## src/rtl/fpalu_pkg.sv

```systemverilog
// Shared definitions for the FPALU request/response front end.
// Opcodes, flag bit positions, responder states and the latency record.
package fpalu_pkg;

    localparam int CNT_W = 8;

    localparam logic [3:0] OP_ADD   = 4'd0;
    localparam logic [3:0] OP_SUB   = 4'd1;
    localparam logic [3:0] OP_MUL   = 4'd2;
    localparam logic [3:0] OP_DIV   = 4'd3;
    localparam logic [3:0] OP_SQRT  = 4'd4;
    localparam logic [3:0] OP_ABS   = 4'd5;
    localparam logic [3:0] OP_NEG   = 4'd6;
    localparam logic [3:0] OP_CEQ   = 4'd7;
    localparam logic [3:0] OP_CLT   = 4'd8;
    localparam logic [3:0] OP_CLE   = 4'd9;
    localparam logic [3:0] OP_CVTSW = 4'd10;
    localparam logic [3:0] OP_CVTWS = 4'd11;
    localparam logic [3:0] OP_LAST  = 4'd11;

    localparam int FLG_ZERO = 0;
    localparam int FLG_OVF  = 1;
    localparam int FLG_UNF  = 2;
    localparam int FLG_CMP  = 3;
    localparam int FLG_NAN  = 4;

    typedef enum logic [1:0] {
        IDLE = 2'd0,
        WAIT = 2'd1,
        RESP = 2'd2
    } state_t;

    // cnt holds latency minus one, ready to load into the wait counter
    typedef struct packed {
        logic [CNT_W-1:0] cnt;
        logic             legal;
    } lat_t;

endpackage

```

## src/rtl/fpalu_lat_lut.sv

```systemverilog
// Opcode to pipeline-latency lookup for the FPALU responder.
// Pure combinational; undefined opcodes come back with legal=0.
module fpalu_lat_lut
    import fpalu_pkg::*;
#(
    parameter int LAT_ADD  = 7,
    parameter int LAT_MUL  = 5,
    parameter int LAT_DIV  = 6,
    parameter int LAT_SQRT = 16,
    parameter int LAT_MISC = 1
) (
    input  logic [3:0] op,
    output lat_t       lat
);

    localparam int LAT_MAX = 1 << CNT_W;

    generate
        if (LAT_ADD < 1 || LAT_MUL < 1 || LAT_DIV < 1 ||
            LAT_SQRT < 1 || LAT_MISC < 1) begin : g_lat_low
            $error("fpalu_lat_lut: every latency must be >= 1");
        end
        if (LAT_ADD > LAT_MAX || LAT_MUL > LAT_MAX ||
            LAT_DIV > LAT_MAX || LAT_SQRT > LAT_MAX ||
            LAT_MISC > LAT_MAX) begin : g_lat_high
            $error("fpalu_lat_lut: latency exceeds counter range");
        end
    endgenerate

    localparam logic [CNT_W-1:0] C_ADD  = CNT_W'(LAT_ADD - 1);
    localparam logic [CNT_W-1:0] C_MUL  = CNT_W'(LAT_MUL - 1);
    localparam logic [CNT_W-1:0] C_DIV  = CNT_W'(LAT_DIV - 1);
    localparam logic [CNT_W-1:0] C_SQRT = CNT_W'(LAT_SQRT - 1);
    localparam logic [CNT_W-1:0] C_MISC = CNT_W'(LAT_MISC - 1);

    always_comb begin
        lat = '0;
        unique case (1'b1)
            (op == OP_ADD) || (op == OP_SUB): begin
                lat.cnt   = C_ADD;
                lat.legal = 1'b1;
            end
            (op == OP_MUL): begin
                lat.cnt   = C_MUL;
                lat.legal = 1'b1;
            end
            (op == OP_DIV): begin
                lat.cnt   = C_DIV;
                lat.legal = 1'b1;
            end
            (op == OP_SQRT): begin
                lat.cnt   = C_SQRT;
                lat.legal = 1'b1;
            end
            (op >= OP_ABS) && (op <= OP_LAST): begin
                lat.cnt   = C_MISC;
                lat.legal = 1'b1;
            end
            default: lat = '0;
        endcase
    end

endmodule

```

## src/rtl/fpalu_req_responder.sv

```systemverilog
// Valid/ready front end for one FPALU: holds operands for the op latency,
// captures result and flags, and presents them under a response handshake.
module fpalu_req_responder
    import fpalu_pkg::*;
#(
    parameter int LAT_ADD  = 7,
    parameter int LAT_MUL  = 5,
    parameter int LAT_DIV  = 6,
    parameter int LAT_SQRT = 16,
    parameter int LAT_MISC = 1
) (
    input  logic        iclock,
    input  logic        ireset_n,
    input  logic        ivalid,
    output logic        oready,
    input  logic [31:0] idataa,
    input  logic [31:0] idatab,
    input  logic [3:0]  icontrol,
    output logic [31:0] ofpa_dataa,
    output logic [31:0] ofpa_datab,
    output logic [3:0]  ofpa_control,
    input  logic [31:0] ifpa_result,
    input  logic [4:0]  ifpa_flags,
    output logic        ovalid,
    input  logic        iready,
    output logic [31:0] oresult,
    output logic [4:0]  oflags,
    output logic        oillegal
);

    state_t           state, state_nx;
    logic             armed;
    logic [CNT_W-1:0] cnt, cnt_nx;
    logic [31:0]      fa_nx, fb_nx, res_nx;
    logic [3:0]       fc_nx;
    logic [4:0]       flg_nx;
    logic             ill_nx;
    lat_t             lat;

    fpalu_lat_lut #(
        .LAT_ADD  (LAT_ADD),
        .LAT_MUL  (LAT_MUL),
        .LAT_DIV  (LAT_DIV),
        .LAT_SQRT (LAT_SQRT),
        .LAT_MISC (LAT_MISC)
    ) u_lut (
        .op  (icontrol),
        .lat (lat)
    );

    // armed keeps oready low until the first edge after reset release
    assign oready = armed && (state == IDLE);
    assign ovalid = (state == RESP);

    always_ff @(posedge iclock or negedge ireset_n) begin
        if (!ireset_n) begin
            state        <= IDLE;
            armed        <= 1'b0;
            cnt          <= '0;
            ofpa_dataa   <= '0;
            ofpa_datab   <= '0;
            ofpa_control <= '0;
            oresult      <= '0;
            oflags       <= '0;
            oillegal     <= 1'b0;
        end else begin
            state        <= state_nx;
            armed        <= 1'b1;
            cnt          <= cnt_nx;
            ofpa_dataa   <= fa_nx;
            ofpa_datab   <= fb_nx;
            ofpa_control <= fc_nx;
            oresult      <= res_nx;
            oflags       <= flg_nx;
            oillegal     <= ill_nx;
        end
    end

    always_comb begin
        state_nx = state;
        cnt_nx   = cnt;
        fa_nx    = ofpa_dataa;
        fb_nx    = ofpa_datab;
        fc_nx    = ofpa_control;
        res_nx   = oresult;
        flg_nx   = oflags;
        ill_nx   = oillegal;
        unique case (state)
            IDLE: begin
                if (ivalid && oready) begin
                    if (lat.legal) begin
                        fa_nx    = idataa;
                        fb_nx    = idatab;
                        fc_nx    = icontrol;
                        cnt_nx   = lat.cnt;
                        state_nx = WAIT;
                    end else begin
                        ill_nx   = 1'b1;
                        res_nx   = '0;
                        flg_nx   = '0;
                        state_nx = RESP;
                    end
                end
            end
            WAIT: begin
                if (cnt != '0) begin
                    cnt_nx = cnt - 1'b1;
                end else begin
                    res_nx   = ifpa_result;
                    flg_nx   = ifpa_flags;
                    ill_nx   = 1'b0;
                    state_nx = RESP;
                end
            end
            RESP: begin
                if (iready) state_nx = IDLE;
            end
            default: state_nx = IDLE;
        endcase
    end

endmodule

```

## config.mk

```make
export PLATFORM = sky130hd
export DESIGN_NAME = fpalu_req_responder
export DESIGN_NICKNAME = d
export VERILOG_FILES = /design/src/rtl/fpalu_pkg.sv /design/src/rtl/fpalu_lat_lut.sv /design/src/rtl/fpalu_req_responder.sv
export SDC_FILE = /design/constraint.sdc
export NUM_CORES = 1
export LEC_CHECK = 0
export BUFFER_PORTS_ARGS = -buffer_cell sky130_fd_sc_hd__buf_2
export CAP_MARGIN = 20
export CORE_MARGIN = 2
export CORE_UTILIZATION = 35
export DETAILED_ROUTE_END_ITERATION = 10
export RECOVER_POWER = 100
export SLEW_MARGIN = 10
export SYNTH_ARGS = -nofsm -noshare
export SYNTH_HDL_FRONTEND = slang
export SYNTH_SLANG_ARGS = --single-unit
```

## constraint.sdc

```tcl
create_clock -name iclock -period 2.3 [get_ports iclock]
set_input_delay 0.23 -clock iclock [delete_from_list [all_inputs] [get_ports iclock]]
set_output_delay 0.23 -clock iclock [all_outputs]
set_load 0.005 [all_outputs]
```

==> metrics.csv, run 1 <==
stage,metric,value,unit
floorplan,Top Ports,217,
placed_design,port buffer count,216,
global_route,GR Overflow Total,0,
placed_design,Area after DPL,5860,µm²
clock_network,TritonCTS clock tree,built,
power_and_ir_drop,VDD IR-drop max,0.437,mV
timing,Relative slew margins,0.312,
timing,final worst path period share,0.875,
clock_network,Clock Path Buffers,2,
detailed_routing,vias per std cell,4.66,
floorplan,Initial Util,0.360,
yosys,register area share after synthesis,0.642,
timing,Final setup viols,0,
yosys,most frequent cells after synthesis,"202 x nand2_1, 117 x dfrtp_1, 37 x a22o_1",
clock_network,post-cts sizing count,0,
clock_network,total CTS buffers,17,
global_route,vias in the first global route,4086,
yosys,Mapped Cells,449,
timing,Final WS setup,287,ps
final_layout,Area Growth Syn to Fin,48.2,%
yosys,cell taking the most area after synthesis,dfrtp_1,
yosys,most frequent cell after synthesis,nand2_1,
floorplan,die width,118,µm
final_layout,diode count,0,
job,Max-cap violations,0,
placed_design,Post-Place Worst Slack,272,ps
final_layout,share of layout cells above drive strength 1,0.291,
timing,minimum clock period,2010,ps
clock_network,setup bufs post-CTS,0,
power_and_ir_drop,P_leak,0.00375,µW
detailed_routing,detailed-router iteration count before antenna repair,4,
timing,RSZ-0062 raised after global routing,false,
clock_network,H-Tree Depth,4,
timing,fmax,0.497,GHz
clock_network,CTS root buf,clkbuf_16,
detailed_routing,1st-iter DRT viols,231,
critical_path,CP arrival,2300,ps
power_and_ir_drop,"Power, Total",5100,µW
clock_network,clk_lat worst skew,410,ps
timing,Final Hold Fails,0,
final_layout,design area,6760,µm²
floorplan,Die H,118,µm
timing,Worst-Margin Slew,1030,ps
yosys,top_reg_cell synth,dfrtp_1,
power_and_ir_drop,Switch Pwr,979,µW
timing,clock skew,9.59,ps
yosys,synth unique cells,44,
placed_design,HPWL after detailed placement,8440,µm
floorplan,die area,14000,µm²
yosys,Syn Nets,560,
critical_path,Critical Path Source Type,flop,
yosys,fraction of registers with async set/reset,1.00,
yosys,yosys warns,0,
critical_path,Worst EP required,2590,ps
yosys,most area-consuming cells after synthesis,"dfrtp_1 64%, nand2_1 17%, a22o_1 7.1%, clkbuf_1 1.2%, nor2_1 1.2%",
outcome,run status,"complete, no violations",
floorplan,# rows,41,
detailed_routing,DRC viols,0,
global_route,largest net degree at the start of global routing,79,
power_and_ir_drop,Flop pwr share,0.404,
power_and_ir_drop,Pwr Density,755,nW/µm²
power_and_ir_drop,cell internal pwr,4120,µW
yosys,Mapped Avg Cell Area,10.2,µm²
power_and_ir_drop,Net Sw Frac,0.192,
detailed_routing,Avg WL per Cell,14.0,µm
detailed_routing,post-route ant nets,0,
yosys,Mapped Area,4560,µm²
power_and_ir_drop,clock network power share,0.558,
yosys,Synth top area share,0.642,
critical_path,Worst Setup End Kind,flop,
power_and_ir_drop,Logic pwr share,0.037,
detailed_routing,vias,4144,
global_route,initial antenna violation count,0,
yosys,post-synthesis register bit count,117,
detailed_routing,Routed WL,12400,µm
timing,Pins Over Slew Limit,0,
min_path,Hold WC Path Type,primary input to flop,
clock_network,clock sinks,117,
critical_path,CP max FO,37,
global_route,first-pass GRT wire length,20500,µm
global_route,Total Routing Usage GR,0.185,
yosys,"EDFF count, synth",0,
clock_network,Clock transition at path regs,50,ps
critical_path,kind of critical path,flop to flop,
timing,Setup TNS,0,ps
placed_design,routability cong.,0.844,
final_layout,nets@finish,815,
floorplan,core area,12700,µm²
## power groups by stage
stage               logic [µW]  clock network, µW  registers (µW)
CTS                        199               2910            2060
global placement           150                  0            2100
global route               213               3010            2060
detailed placement         153                  0            2100
finish                     191               2850            2060
floorplan                 10.9                  0            2100
## worst max-delay path, stage by stage (launching register included)
cell and delay (ps):
dfrtp_1 390, inv_1 100, ha_1 180, or3b_2 510, nor3_4 170, nor2_2 60, buf_4 250, a22o_1 230
## cell type report
class / count / area [µm²]
clock buffers: 24 / 502
clock inverters: 8 / 144
fillers: 1218 / 5910
inverters: 4 / 15.0
multi-input cells: 303 / 1510
flip-flops and latches: 117 / 2930
well taps: 172 / 215
repair buffers: 261 / 1440
## worst paths after layout
path                                            start                         end  depth (start not counted)  slack (ps)
setup / recovery                   cnt[0]$_DFFE_PN0P_     oresult[25]$_DFFE_PN0P_                          7         290
hold / removal                              idataa[5]   ofpa_dataa[5]$_DFFE_PN0P_                          3          20
setup reg to reg                   cnt[0]$_DFFE_PN0P_     oresult[25]$_DFFE_PN0P_                          7         290
hold reg to reg            ofpa_dataa[26]$_DFFE_PN0P_  ofpa_dataa[26]$_DFFE_PN0P_                          2         470
max in group asynchronous                    ireset_n  ofpa_datab[19]$_DFFE_PN0P_                          3         940
min in group asynchronous                    ireset_n     oresult[12]$_DFFE_PN0P_                          3         640
## cells by family (layout without fill, tap and decap cells)
group	Yosys count	count (layout)	share of synthesized area
other	1	1	0.000822
adders and majority gates	2	2	0.00549
buffers and inverters	29	297	0.0277
and+or+nand+nor	240	240	0.215
muxes	3	3	0.00713
DFF	117	117	0.642
AOI/OAI and AO/OA	57	57	0.102
## timing repair
action                                  in CTS  in global routing
hold buffers                                35                  0
endpoints found under the setup margin       0                  0
endpoints found under the hold margin      151                  0
## stage by stage
step	std cells	util	hold slack, ps
3_3_place_gp	822	0.462	294
3_5_place_dp	822	0.462	297
4_1_cts	889	0.541	0.595
6_report	889	0.534	17.2
2_1_floorplan	449	-	-65.6
5_1_grt	889	0.534	5.73
## state kept, by name, indices dropped and copies added, names as in the netlist
register	flops
ofpa_dataa	32
state	2
oflags	5
cnt	8
oillegal	1
oresult	32
ofpa_control	4
armed	1
ofpa_datab	32
## cells in the final DEF, fill, tap and decap left out, types with 3 or more instances in the layout
cell type,instances
bufinv_16,4
clkbuf_8,5
a22o_1,37
nand2_1,202
inv_1,4
clkinv_2,3
o21ai_0,3
buf_2,162
buf_4,5
nor2_1,15
dlygate4sd3_1,35
clkbuf_16,17
dfrtp_1,117
clkbuf_1,57
a21oi_1,3
## routing by layer
layer  wire length [µm]  global-route usage  vias to the layer above
met4                285              0.0813                        0
met5                  0                   0                        -
li1                   -                   -                     1982
met1               5000               0.219                     1997
met2               6350               0.307                      144
met3                783              0.0598                       21
(Power assumes the default switching activity.)
==> run 2, diff against run 1 <==
SYNTH_HIERARCHICAL = 1   (was unset)
==> run 2 against run 1 <==
Effect of this change: global-route usage fell by 0.067 points; routed wire length rose by 14%; via count rose by 13%; worst setup slack got worse by 84 ps; utilization fell by 4.0 points; largest power group is now sequential cells; clock skew fell by 1.0 ps; fmax fell by 4.0%.
==> metrics.csv, run 2 <==
stage,metric,value,unit,change
timing,Relative slew margins,0.218,,-0.0945
yosys,cell taking the most area after synthesis,dfrtp_1,,
final_layout,nets@finish,887,,+8.8%
yosys,top_reg_cell synth,dfrtp_1,,
timing,Pins Over Slew Limit,0,,unchanged
final_layout,fill cell count,1403,,+15%
yosys,post-synthesis register bit count,117,,unchanged
power_and_ir_drop,Pwr Density,1340,nW/µm²,+77%
timing,clock skew,8.56,ps,-1.04 ps
yosys,Synth top area share,0.582,,-0.0603
yosys,synth unique cells,39,,-11%
power_and_ir_drop,P_leak,0.00350,µW,-6.6%
yosys,Mapped Cells,547,,+22%
yosys,most area-consuming cells after synthesis,"dfrtp_1 58%, nand2_1 18%, o31ai_1 5.7%, o21ai_2 3.3%, o21ai_0 2.3%",,
clock_network,Clock Path Buffers,2,,unchanged
min_path,hold path depth,3,,unchanged
floorplan,Initial Util,0.360,,about the same
yosys,Mapped Area,5030,µm²,+10%
placed_design,Inst Count DP,915,,+11%
final_layout,share of layout cells above drive strength 1,0.235,,-0.0567
min_path,worst min-delay path startpoint,idataa[5],,
detailed_routing,detailed-router iteration count before antenna repair,4,,unchanged
global_route,first-pass GRT wire length,22000,µm,+7.6%
yosys,register area share after synthesis,0.582,,-0.0603
yosys,Synth Area in Compound Gates,0.149,,+0.0479
floorplan,die area,15400,µm²,+10%
critical_path,CP max FO,15,,-59%
floorplan,die width,124,µm,+4.9%
outcome,run status,"complete, no violations",,
yosys,XOR/XNOR share of the synthesized area,0,,unchanged
critical_path,kind of critical path,flop to flop,,
final_layout,Top Registers,"ofpa_dataa x32, ofpa_datab x32, oresult x32",,
final_layout,final core utilization,0.494,,-0.0400
yosys,yosys warns,6,,+6
timing,Final Hold Fails,0,,unchanged
clock_network,H-Tree Depth,4,,unchanged
yosys,Adder-Cell Fraction of Synth Area,0.00497,,-0.000516
final_layout,most frequent cells in the layout,"243 x nand2_1, 135 x buf_2, 117 x dfrtp_1",,
clock_network,TritonCTS clock tree,built,,
detailed_routing,1st-iter DRT viols,215,,-6.9%
global_route,GR Overflow Total,0,,unchanged
min_path,Worst Hold End,ofpa_dataa[5]$_DFFE_PN0P_,,
final_layout,Layout Cells excl Fill,968,,+8.9%
detailed_routing,Avg WL per Cell,14.7,µm,+5.1%
critical_path,r2r worst-path depth,5,,-2
yosys,post-synthesis simple-gate area fraction,0.217,,+0.00164
placed_design,HPWL after detailed placement,9540,µm,+13%
detailed_routing,post-route ant nets,0,,unchanged
clock_network,Clock transition at path regs,50,ps,about the same
timing,fmax,0.477,GHz,-4.0%
critical_path,worst r2r src,cnt[5]$_DFFE_PN0P_,,
yosys,fraction of registers with async set/reset,1.00,,unchanged
yosys,Mapped Avg Cell Area,9.20,µm²,-9.4%
floorplan,core area,14000,µm²,+10%
timing,minimum clock period,2100,ps,+83.6 ps
final_layout,"most common cell after layout, fill and taps aside",nand2_1,,
detailed_routing,vias per std cell,4.84,,+3.8%
critical_path,Critical Path Source Type,flop,,
yosys,most frequent cell after synthesis,nand2_1,,
detailed_routing,Routed WL,14200,µm,+14%
critical_path,Reg2Reg Setup Slack,200,ps,-80 ps
clock_network,clk_lat worst skew,410,ps,about the same
critical_path,CP arrival,2410,ps,+110 ps
placed_design,port buffer count,216,,unchanged
detailed_routing,vias,4684,,+13%
clock_network,total CTS buffers,17,,unchanged
job,Max-cap violations,0,,unchanged
yosys,"EDFF count, synth",0,,unchanged
timing,final worst path period share,0.912,,+0.0364
final_layout,Area Growth Syn to Fin,37.2,%,
global_route,vias in the first global route,4524,,+11%
global_route,Total Routing Usage GR,0.184,,-0.000671
min_path,Hold WC Path Type,primary input to flop,,
yosys,most frequent cells after synthesis,"243 x nand2_1, 117 x dfrtp_1, 38 x o31ai_1",,
critical_path,Worst Setup End Kind,flop,,
yosys,mux contribution to synthesized area,0,,-0.00713
timing,Setup TNS,0,ps,unchanged
floorplan,# rows,43,,+4.9%
power_and_ir_drop,VDD IR-drop max,0.585,mV,+34%
clock_network,clock sinks,117,,unchanged
global_route,initial antenna violation count,0,,unchanged
floorplan,Top Ports,217,,unchanged
timing,RSZ-0062 raised after global routing,false,,
timing,Final setup viols,0,,unchanged
clock_network,CTS root buf,clkbuf_16,,
detailed_routing,DRC viols,0,,unchanged
placed_design,routability cong.,0.846,,+0.24%
yosys,largest family of logic cells by synthesized area,simple AND/OR/NAND/NOR gates,,
global_route,largest net degree at the start of global routing,85,,+7.6%
final_layout,diode count,0,,unchanged
timing,Worst-Margin Slew,1170,ps,+142 ps
critical_path,RR Endpoint,cnt[2]$_DFFE_PN0P_,,
clock_network,post-cts sizing count,0,,unchanged
critical_path,Worst EP required,2620,ps,+30 ps
floorplan,Die H,124,µm,+4.9%
[run 2: power by group]
group / total [µW] / internal, µW / switching, µW / leakage (µW)
clock: 2470 / 1590 / 890 / 0.000267
combinational: 3130 / 1210 / 1920 / 0.00174
sequential: 3640 / 3050 / 598 / 0.00149
total: 9250 / 5840 / 3410 / 0.00350
[run 2: layout make-up]
class / count / area (µm²) / area share
Multi-Input combinational cell: 383 / 1870 / 0.270
Timing Repair Buffer: 250 / 1300 / 0.188
Tap cell: 180 / 225 / 0.0326
Clock inverter: 8 / 75.1 / 0.0109
Sequential cell: 117 / 2930 / 0.424
Inverter: 7 / 26.3 / 0.00381
Clock buffer: 23 / 488 / 0.0707
[run 2: worst max path at each step]
stage	depth (start not counted)	startpoint	to	slack, ps
detailed placement	5	cnt[5]$_DFFE_PN0P_	oresult[2]$_DFFE_PN0P_	170
finish	5	cnt[5]$_DFFE_PN0P_	cnt[2]$_DFFE_PN0P_	200
global placement	5	cnt[5]$_DFFE_PN0P_	oresult[3]$_DFFE_PN0P_	310
floorplan	6	cnt[5]$_DFFE_PN0P_	oresult[12]$_DFFE_PN0P_	540
global route	5	state[0]$_DFFE_PN0P_	ofpa_datab[28]$_DFFE_PN0P_	60
CTS	5	cnt[5]$_DFFE_PN0P_	oresult[2]$_DFFE_PN0P_	160
[run 2: metrics by stage]
| stage | setup WS (ps) | total power [µW] | instance area (µm²) | hold WS [ps] |
|---|---|---|---|---|
| 2_1_floorplan | 538 | 5410 | 5040 | -65.6 |
| 3_3_place_gp | 307 | 6930 | 6320 | 306 |
| 3_5_place_dp | 167 | 7070 | 6320 | 311 |
| 4_1_cts | 161 | 9630 | 7100 | 0.549 |
| 5_1_grt | 60.5 | 9950 | 6900 | 3.73 |
| 6_report | 203 | 9250 | 6900 | 14.1 |
[run 2: kinds of logic (layout without fill, tap and decap cells)]
family | Yosys count | count (layout)
AND/OR/NAND/NOR | 271 | 271
flip-flops | 117 | 117
AO/OA/AOI/OAI | 105 | 105
buffers and inverters | 50 | 288
adder cells (fa/ha/maj) | 2 | 2
other | 2 | 5
[run 2: what timing repair did]
action	4_1_cts	5_1_grt
endpoints found under the hold margin	138	0
hold buffers	22	0
buffers inserted	0	0
setup endpoints to repair	0	0
[run 2: per-layer routing]
| metal | GRT usage | part of all wire | vias up |
|---|---|---|---|
| met1 | 0.223 | 0.41 | 2229 |
| met4 | 0.0808 | 0.030 | 0 |
| met3 | 0.0559 | 0.054 | 36 |
| met5 | 0 | 0 | - |
| li1 | - | - | 2258 |
| met2 | 0.304 | 0.51 | 161 |
[run 2: critical path: stages (launching register included)]
cell and delay, ps:
dfrtp_1 440, nor4_4 430, a31oi_4 260, nor2_1 460
inv_1 200, a22oi_1 210
==> run 3, diff against run 2 <==
PLACE_DENSITY = 0.63   (was unset)
==> run 3 against run 2 <==
Effect of this change: sequential power is essentially flat; count of clock-buffer cells in the layout shrank 1; first-iteration DRC count grew 29%; critical endpoint is now oresult[30]$_DFFE_PN0P_.
==> metrics.csv, run 3 (synthesized netlist as in run 2, its figures left out) <==
stage,metric,value,unit,change
timing,Final Hold Fails,0,,unchanged
critical_path,Reg2Reg Setup Slack,310,ps,+110 ps
min_path,Worst Hold End,ofpa_dataa[4]$_DFFE_PN0P_,,
floorplan,Die H,124,µm,unchanged
clock_network,Clock Path Buffers,2,,unchanged
global_route,vias in the first global route,4845,,+7.1%
clock_network,setup bufs post-CTS,0,,unchanged
critical_path,Worst EP required,2580,ps,-40 ps
critical_path,CP arrival,2270,ps,-140 ps
placed_design,Post-Place Worst Slack,299,ps,+132 ps
floorplan,core area,14000,µm²,unchanged
critical_path,Critical Path Source Type,flop,,
final_layout,most frequent cells in the layout,"243 x nand2_1, 137 x buf_2, 117 x dfrtp_1",,
placed_design,HPWL after detailed placement,9420,µm,-1.3%
timing,final worst path period share,0.864,,-0.0472
critical_path,RR Endpoint,oresult[30]$_DFFE_PN0P_,,
clock_network,total CTS buffers,17,,unchanged
detailed_routing,1st-iter DRT viols,277,,+29%
critical_path,CP max FO,37,,+22
final_layout,Top Registers,"ofpa_dataa x32, ofpa_datab x32, oresult x32",,
critical_path,r2r worst-path depth,5,,unchanged
floorplan,# rows,43,,unchanged
floorplan,die width,124,µm,unchanged
timing,Relative slew margins,0.322,,+0.104
placed_design,routability cong.,0.807,,-4.6%
timing,Setup TNS,0,ps,unchanged
timing,Pins Over Slew Limit,0,,unchanged
global_route,GR Overflow Total,0,,unchanged
global_route,largest net degree at the start of global routing,69,,-19%
outcome,run status,"complete, no violations",,
min_path,hold path depth,3,,unchanged
final_layout,nets@finish,895,,+0.90%
detailed_routing,post-route ant nets,0,,unchanged
timing,Final WS setup,312,ps,+109 ps
timing,fmax,0.503,GHz,+5.5%
global_route,first-pass GRT wire length,22300,µm,+1.4%
timing,clock skew,5.06,ps,-3.49 ps
floorplan,die area,15400,µm²,unchanged
final_layout,Area Growth Syn to Fin,40.4,%,
power_and_ir_drop,VDD IR-drop max,0.585,mV,about the same
detailed_routing,Avg WL per Cell,14.4,µm,-2.3%
global_route,initial antenna violation count,0,,unchanged
timing,RSZ-0062 raised after global routing,false,,
timing,Final setup viols,0,,unchanged
detailed_routing,DRC viols,0,,unchanged
global_route,Total Routing Usage GR,0.186,,+0.00203
final_layout,"most common cell after layout, fill and taps aside",nand2_1,,
clock_network,TritonCTS clock tree,built,,
clock_network,post-cts sizing count,0,,unchanged
power_and_ir_drop,"Power, Total",9460,µW,+2.3%
detailed_routing,Routed WL,14000,µm,-1.4%
detailed_routing,detailed-router iteration count before antenna repair,5,,+1
critical_path,worst r2r src,cnt[5]$_DFFE_PN0P_,,
clock_network,Clock transition at path regs,50,ps,about the same
clock_network,clock sinks,117,,unchanged
final_layout,share of layout cells above drive strength 1,0.245,,+0.00990
detailed_routing,vias,4691,,+0.15%
clock_network,clk_lat worst skew,400,ps,about the same
placed_design,port buffer count,216,,unchanged
critical_path,Worst Setup End Kind,flop,,
timing,Worst-Margin Slew,1020,ps,-156 ps
clock_network,CTS root buf,clkbuf_16,,
critical_path,kind of critical path,flop to flop,,
final_layout,diode count,0,,unchanged
power_and_ir_drop,P_leak,0.00359,µW,+2.6%
detailed_routing,vias per std cell,4.80,,-0.77%
min_path,worst min-delay path startpoint,idataa[4],,
job,Max-cap violations,0,,unchanged
clock_network,H-Tree Depth,4,,unchanged
floorplan,Initial Util,0.360,,unchanged
power_and_ir_drop,Pwr Density,1340,nW/µm²,about the same
min_path,Hold WC Path Type,primary input to flop,,
timing,minimum clock period,1990,ps,-109 ps
floorplan,Top Ports,217,,unchanged
run 3: stage by stage:
step	hold slack [ps]	instances	utilization	instance area (µm²)
2_1_floorplan	-65.6	550	-	5040
3_3_place_gp	236	916	0.452	6320
3_5_place_dp	244	916	0.452	6320
4_1_cts	0.157	977	0.515	7210
5_1_grt	4.71	977	0.505	7070
6_report	16.2	977	0.505	7070
run 3: worst max-delay path by stage:
stage,cells after the start,endpoint,slack (ps),start
4_1_cts,5,oresult[9]$_DFFE_PN0P_,280,cnt[5]$_DFFE_PN0P_
3_5_place_dp,5,oresult[9]$_DFFE_PN0P_,300,cnt[5]$_DFFE_PN0P_
5_1_grt,5,oresult[25]$_DFFE_PN0P_,130,cnt[5]$_DFFE_PN0P_
6_report,5,oresult[30]$_DFFE_PN0P_,310,cnt[5]$_DFFE_PN0P_
3_3_place_gp,5,oresult[6]$_DFFE_PN0P_,380,cnt[5]$_DFFE_PN0P_
2_1_floorplan,6,oresult[12]$_DFFE_PN0P_,540,cnt[5]$_DFFE_PN0P_
run 3: cell type report:
type	instances	area (µm²)
fill	1393	6920
timing repair buffer	258	1410
multi-input combinational	383	1880
inverter	7	26.3
sequential	117	2930
clock inverter	10	128
tap	180	225
clock buffer	22	474
run 3: report_power, final:
group	internal [µW]	switching, µW	leakage (µW)
Combinational	1240	1890	0.00180
Sequential	3050	613	0.00149
Clock	1780	892	0.000299
run 3: per-layer routing:
metal  up-vias  share of wire  global-route usage
met5         -              0                   0
li1       2277              -                   -
met4         0          0.028              0.0836
met1      2236           0.40               0.214
met2       147           0.51               0.322
met3        31          0.057              0.0522
run 3: worst max-delay path: stages (launching register included):
cell and delay, ps:
dfrtp_1 440, nor4_4 430, a31oi_4 180, clkbuf_4 360
o31ai_1 350, o21ai_2 80
run 3: what timing repair did:
action                     in CTS  in global routing
hold buffers                   29                  0
setup endpoints to repair       0                  0
hold endpoints to repair       65                  0
